===== src/rtl/tmds_channel_decoder.sv =====
// TMDS receive channel: word alignment by bitslip search plus data and
// control-token decode of one deserialized 10-bit channel stream.
module tmds_channel_decoder #(
  parameter int LOCK_COUNT     = 16,
  parameter int SEARCH_TIMEOUT = 4096,
  parameter int SLIP_WAIT      = 8
) (
  input  logic       pixel_clk,
  input  logic       rst,
  input  logic [9:0] sym_in,
  output logic       bitslip,
  output logic       locked,
  output logic [7:0] data_out,
  output logic       data_valid,
  output logic [1:0] ctrl_out,
  output logic       ctrl_valid
);

  localparam int RUN_W  = $clog2(LOCK_COUNT + 1);
  localparam int TMO_W  = $clog2(SEARCH_TIMEOUT + 1);
  localparam int WAIT_W = $clog2(SLIP_WAIT + 1);

  localparam logic [RUN_W-1:0]  RUN_MAX   = RUN_W'(LOCK_COUNT);
  localparam logic [RUN_W-1:0]  RUN_LAST  = RUN_W'(LOCK_COUNT - 1);
  localparam logic [TMO_W-1:0]  TMO_LAST  = TMO_W'(SEARCH_TIMEOUT - 1);
  localparam logic [WAIT_W-1:0] WAIT_LAST = WAIT_W'(SLIP_WAIT - 1);

  typedef enum logic [1:0] {
    ST_SEARCH    = 2'd0,
    ST_SLIP_WAIT = 2'd1,
    ST_LOCKED    = 2'd2
  } state_t;

  state_t            state_reg;
  logic [RUN_W-1:0]  run_reg;
  logic [RUN_W-1:0]  run_next;
  logic [TMO_W-1:0]  tmo_reg;
  logic [WAIT_W-1:0] wait_reg;

  logic       is_ctrl;
  logic [1:0] ctrl_code;
  logic [7:0] d_word;
  logic [7:0] dec_word;
  logic       run_hit;
  logic       lock_next;

  // Recognise the four blanking control tokens; everything else is data.
  always_comb begin
    is_ctrl   = 1'b1;
    ctrl_code = 2'b00;
    case (sym_in)
      10'h354: ctrl_code = 2'b00;
      10'h0AB: ctrl_code = 2'b01;
      10'h154: ctrl_code = 2'b10;
      10'h2AB: ctrl_code = 2'b11;
      default: is_ctrl   = 1'b0;
    endcase
  end

  // Undo the optional inversion, then undo the XOR/XNOR transition chain.
  assign d_word      = sym_in[9] ? ~sym_in[7:0] : sym_in[7:0];
  assign dec_word[0] = d_word[0];

  genvar gi;
  generate
    for (gi = 1; gi < 8; gi++) begin : g_dec
      assign dec_word[gi] = sym_in[8] ? (d_word[gi] ^ d_word[gi-1])
                                      : ~(d_word[gi] ^ d_word[gi-1]);
    end
  endgenerate

  // Consecutive-token run: saturates, clears on data, held at zero while settling.
  always_comb begin
    run_next = run_reg;
    run_hit  = 1'b0;
    if (state_reg == ST_SLIP_WAIT) begin
      run_next = '0;
    end else if (is_ctrl) begin
      if (run_reg != RUN_MAX) begin
        run_next = run_reg + RUN_W'(1);
        run_hit  = (run_reg == RUN_LAST);
      end
    end else begin
      run_next = '0;
    end
  end

  // Lock state one edge ahead, so valids can never be seen while unlocked.
  always_comb begin
    lock_next = 1'b0;
    case (state_reg)
      ST_SEARCH: lock_next = run_hit;
      ST_LOCKED: lock_next = run_hit || (tmo_reg != TMO_LAST);
      default:   lock_next = 1'b0;
    endcase
  end

  // Run counter register.
  always_ff @(posedge pixel_clk) begin
    if (rst) begin
      run_reg <= '0;
    end else begin
      run_reg <= run_next;
    end
  end

  // Alignment FSM: search for a token run, slip on timeout, settle, and track lock.
  always_ff @(posedge pixel_clk) begin
    if (rst) begin
      state_reg <= ST_SEARCH;
      tmo_reg   <= '0;
      wait_reg  <= '0;
      bitslip   <= 1'b0;
      locked    <= 1'b0;
    end else begin
      bitslip <= 1'b0;
      case (state_reg)
        ST_SEARCH: begin
          if (run_hit) begin
            state_reg <= ST_LOCKED;
            locked    <= 1'b1;
            tmo_reg   <= '0;
          end else if (tmo_reg == TMO_LAST) begin
            state_reg <= ST_SLIP_WAIT;
            bitslip   <= 1'b1;
            tmo_reg   <= '0;
            wait_reg  <= '0;
          end else begin
            tmo_reg <= tmo_reg + TMO_W'(1);
          end
        end
        ST_SLIP_WAIT: begin
          tmo_reg <= '0;
          if (wait_reg == WAIT_LAST) begin
            state_reg <= ST_SEARCH;
            wait_reg  <= '0;
          end else begin
            wait_reg <= wait_reg + WAIT_W'(1);
          end
        end
        ST_LOCKED: begin
          if (run_hit) begin
            tmo_reg <= '0;
          end else if (tmo_reg == TMO_LAST) begin
            state_reg <= ST_SEARCH;
            locked    <= 1'b0;
            tmo_reg   <= '0;
          end else begin
            tmo_reg <= tmo_reg + TMO_W'(1);
          end
        end
        default: begin
          state_reg <= ST_SEARCH;
          locked    <= 1'b0;
          tmo_reg   <= '0;
          wait_reg  <= '0;
        end
      endcase
    end
  end

  // Decoded outputs: registered one cycle after sampling, held when not valid.
  always_ff @(posedge pixel_clk) begin
    if (rst) begin
      data_out   <= 8'h00;
      data_valid <= 1'b0;
      ctrl_out   <= 2'b00;
      ctrl_valid <= 1'b0;
    end else begin
      data_valid <= lock_next && !is_ctrl;
      ctrl_valid <= lock_next && is_ctrl;
      if (lock_next && !is_ctrl) begin
        data_out <= dec_word;
      end
      if (lock_next && is_ctrl) begin
        ctrl_out <= ctrl_code;
      end
    end
  end

endmodule

===== config.mk =====
export PLATFORM = sky130hd
export DESIGN_NAME = tmds_channel_decoder
export DESIGN_NICKNAME = d
export VERILOG_FILES = /design/src/rtl/tmds_channel_decoder.sv
export SDC_FILE = /design/constraint.sdc
export NUM_CORES = 1
export LEC_CHECK = 0
export CAP_MARGIN = 40
export CORE_AREA = 2 2 54 76
export DETAILED_ROUTE_END_ITERATION = 12
export DIE_AREA = 0 0 56 78
export GPL_TIMING_DRIVEN = 1
export HOLD_SLACK_MARGIN = 0.02
export PLACE_DENSITY = 0.73
export SLEW_MARGIN = 10
export SYNTH_ARGS = -nofsm -noshare
export SYNTH_HDL_FRONTEND = slang
export SYNTH_SLANG_ARGS = --single-unit
export TNS_END_PERCENT = 10

===== constraint.sdc =====
create_clock -name pixel_clk -period 5.95 [get_ports pixel_clk]
set_clock_uncertainty 0.15 [all_clocks]
set_input_delay 1.785 -clock pixel_clk [delete_from_list [all_inputs] [get_ports pixel_clk]]
set_output_delay 1.785 -clock pixel_clk [all_outputs]
set_load 0.005 [all_outputs]

==> impl_metrics.env <==
export IMPL_drv_slew=0
export IMPL_largest_register_ffs=13
export IMPL_fin_cells=263
export IMPL_slowest_stage="clkdlybuf4s50_1"
export IMPL_fin_ws_ns=2.111
export IMPL_dieArea_mm2=0.004368
export IMPL_yosysUniqueCellTypes=44
export IMPL_cts_setup_buffers=0
export IMPL_synth_seq_cells=38
export IMPL_hold_ws_ns=0.3228
export IMPL_holdCritStartpoint="wait_reg[1]"
export IMPL_n_antenna_cell=0
export IMPL_place_ws_ns=1.783
export IMPL_rsz0062_at_grt="no"
export IMPL_max_stage_delay_ns=0.53
export IMPL_synthCells=194
export IMPL_layout_commonest_cell="dfxtp_1"
export IMPL_io_pins=26
export IMPL_fmax_mhz=260.5
export IMPL_worstReg2RegEnd="data_out[4]"
export IMPL_n_fill_cell=344
export IMPL_drt_iter0_drc=30
export IMPL_grt_total_usage_pct=17.11
export IMPL_path_cells="clkdlybuf4s50_1 -> nand4bb_1 -> or4_4 -> a21oi_2 -> or3_1 -> nor2_1"
export IMPL_post_route_period_util_pct=64.53
export IMPL_cts_buffer_depth=2
export IMPL_grt_pass1_wl_um=5865
export IMPL_core_mm2=0.003643
export IMPL_layout_common_cells="dfxtp_1 (38), nor2_1 (29), clkdlybuf4s50_1 (25)"
export IMPL_synth_top_area_share_pct=42.61
export IMPL_synth_warning_count=0
export IMPL_fp_dieH_um=78
export IMPL_grt_remaining_overflow=0
export IMPL_wirelength_um=3389
export IMPL_antenna_found_initial=0
export IMPL_path_max_fanout=13
export IMPL_start_kind="primary input"
export IMPL_first_pass_iters=6
export IMPL_hp_class="register to register"
export IMPL_slew_headroom_pct=52.34
export IMPL_r2r_setup_slack_ns=3.73
export IMPL_layout_drive_gt1_share_pct=6.787
export IMPL_syn_num_nets=211
export IMPL_leakage_nw=0.7406
export IMPL_cp_top_family="simple AND/OR/NAND/NOR gates"
export IMPL_timing_rr_start="tmo_reg[0]"
export IMPL_dp_final_hpwl_um=2528
export IMPL_min_path_cells=2
export IMPL_ys_seq_area_share_pct=42.61
export IMPL_path_clk_slew_ns=0.07
export IMPL_initial_core_util_pct=49.00
export IMPL_route_detailed_drc=0
export IMPL_hold_viol_final=0
export IMPL_end_kind="register"
export IMPL_post_synth_main_area_contributors="dfxtp_1 (43%), xnor2_1 (6.9%), nor2_1 (6.1%), xor2_1 (4.9%), ha_1 (3.5%)"
export IMPL_syn2layout_area_growth_pct=20.39
export IMPL_status="complete, no violations"
export IMPL_syn_area_per_cell_um2=9.203
export IMPL_nets=239
export IMPL_maxCapViolations=0
export IMPL_cts_sinks=38
export IMPL_clock_latency_ns=0.29
export IMPL_required_ns=5.97
export IMPL_die_w_um=56
export IMPL_grt_max_degree=18
export IMPL_syn_area_mm2=0.001785
export IMPL_ant_nets=0
export IMPL_cts_tree="done"
export IMPL_via_count=1465
export IMPL_grt_pass1_vias=1308
export IMPL_vias_per_cell=5.570
export IMPL_synth_largest_area_cell="dfxtp_1"
export IMPL_tns_ns=0
export IMPL_worst_slew_pin_slew_ns=0.7084
export IMPL_h_tree_depth=2
export IMPL_cts_buffers=5
export IMPL_avgRoutedWirePerCell_um=12.89
export IMPL_cts_resized=0
export IMPL_rr_worst_depth=6
export IMPL_p_per_area_mw_per_mm2=218.9
export IMPL_peakVddDrop_v=0.0001755
export IMPL_io_buffers=25
export IMPL_cts_root_buf="clkbuf_8"
export IMPL_num_rows=26
export IMPL_critical_path_class="primary input to register"
export IMPL_dp_cells=257
export IMPL_totalPowerFinal_w=0.0004706
export IMPL_gp_congestion=0.7711
export IMPL_setup_viol=0
export IMPL_hold_end="wait_reg[1]"
export IMPL_period_needed_ns=3.839
export IMPL_critical_path_arrival_ns=3.85
export IMPL_holdBufCountCts=0
export IMPL_timing_critical_path_buf_inv=1
per-layer routing:
metal | up-vias | part of all wire [%] | wire length [um] | GRT usage (%)
met1 | 691 | 43 | 1462 | 19.42
li1 | 740 | - | - | -
met3 | 7 | 4.0 | 137 | 3.500
met4 | 0 | 2.7 | 91 | 10.71
met5 | - | 0 | 0 | 0
met2 | 27 | 50 | 1697 | 28.82
how the worst max path moves through the flow:
stage,from,endpoint,slack [ns],cells past startpoint
CTS,sym_in[8],tmo_reg[4],2.10,6
detailed placement,sym_in[8],tmo_reg[11],1.78,6
global placement,sym_in[8],tmo_reg[4],1.83,6
global route,sym_in[8],tmo_reg[8],1.92,6
finish,sym_in[8],tmo_reg[4],2.11,6
floorplan,sym_in[8],locked,2.46,6
tightest hold or removal path, stage by stage (launching register included):
cell	delay (ns)
dfxtp_1	0.33
nand2_1	0.06
o21ai_1	0.05
cells in the mapped netlist (all sizes together):
cell     count
nor2b        2
ha           5
o21ai        6
nand3        8
inv          7
xor2        10
and4         1
mux2i        2
a21boi       1
a221oi       1
o41ai        1
nor2        29
o21bai       1
nand2        9
nand2b       6
clkbuf       2
a22o         2
nand4bb      3
dfxtp       38
a211oi       7
a2111oi      1
nor4         4
o311a        1
nor4b        1
and3         4
or2          2
nor3         3
or4          2
a21o         1
nand4        5
or3          1
a211o        1
a311oi       1
and2         1
a21oi        6
buf          3
o31a         1
o22ai        1
xnor2       14
cell type report:
type / count / area (um^2) / area share (%)
flip-flops and latches: 38 / 760.7 / 35.39
repair buffers: 26 / 257.7 / 11.99
well taps: 42 / 52.55 / 2.445
clock buffers: 6 / 82.58 / 3.842
multi-input cells: 144 / 969.7 / 45.11
inverters: 7 / 26.28 / 1.222
cell families (layout without fill, tap and decap cells):
kind of cell | after synthesis | after routing | share of synthesized area, %
adders and majority gates | 5 | 5 | 3.504
muxes | 2 | 2 | 1.121
AOI/OAI and AO/OA | 32 | 32 | 13.60
buffers and inverters | 12 | 39 | 3.084
DFF | 38 | 38 | 42.61
and+or+nand+nor | 81 | 81 | 24.32
xor gates and xnor gates | 24 | 24 | 11.77
stage by stage:
step           utilization (%)  cell area [um^2]
2_1_floorplan                -              1785
3_3_place_gp             56.73              2067
3_5_place_dp             56.73              2067
4_1_cts                  59.00              2150
5_1_grt                  59.00              2150
6_report                 59.00              2150
report_power, final:
group	switching, W	internal (W)
Clock	0.0000831	0.0000892
Sequential	0.00000350	0.000257
Combinational	0.0000175	0.0000199
Total	0.000104	0.000366
Note: power is estimated with default switching activity, not from simulation.
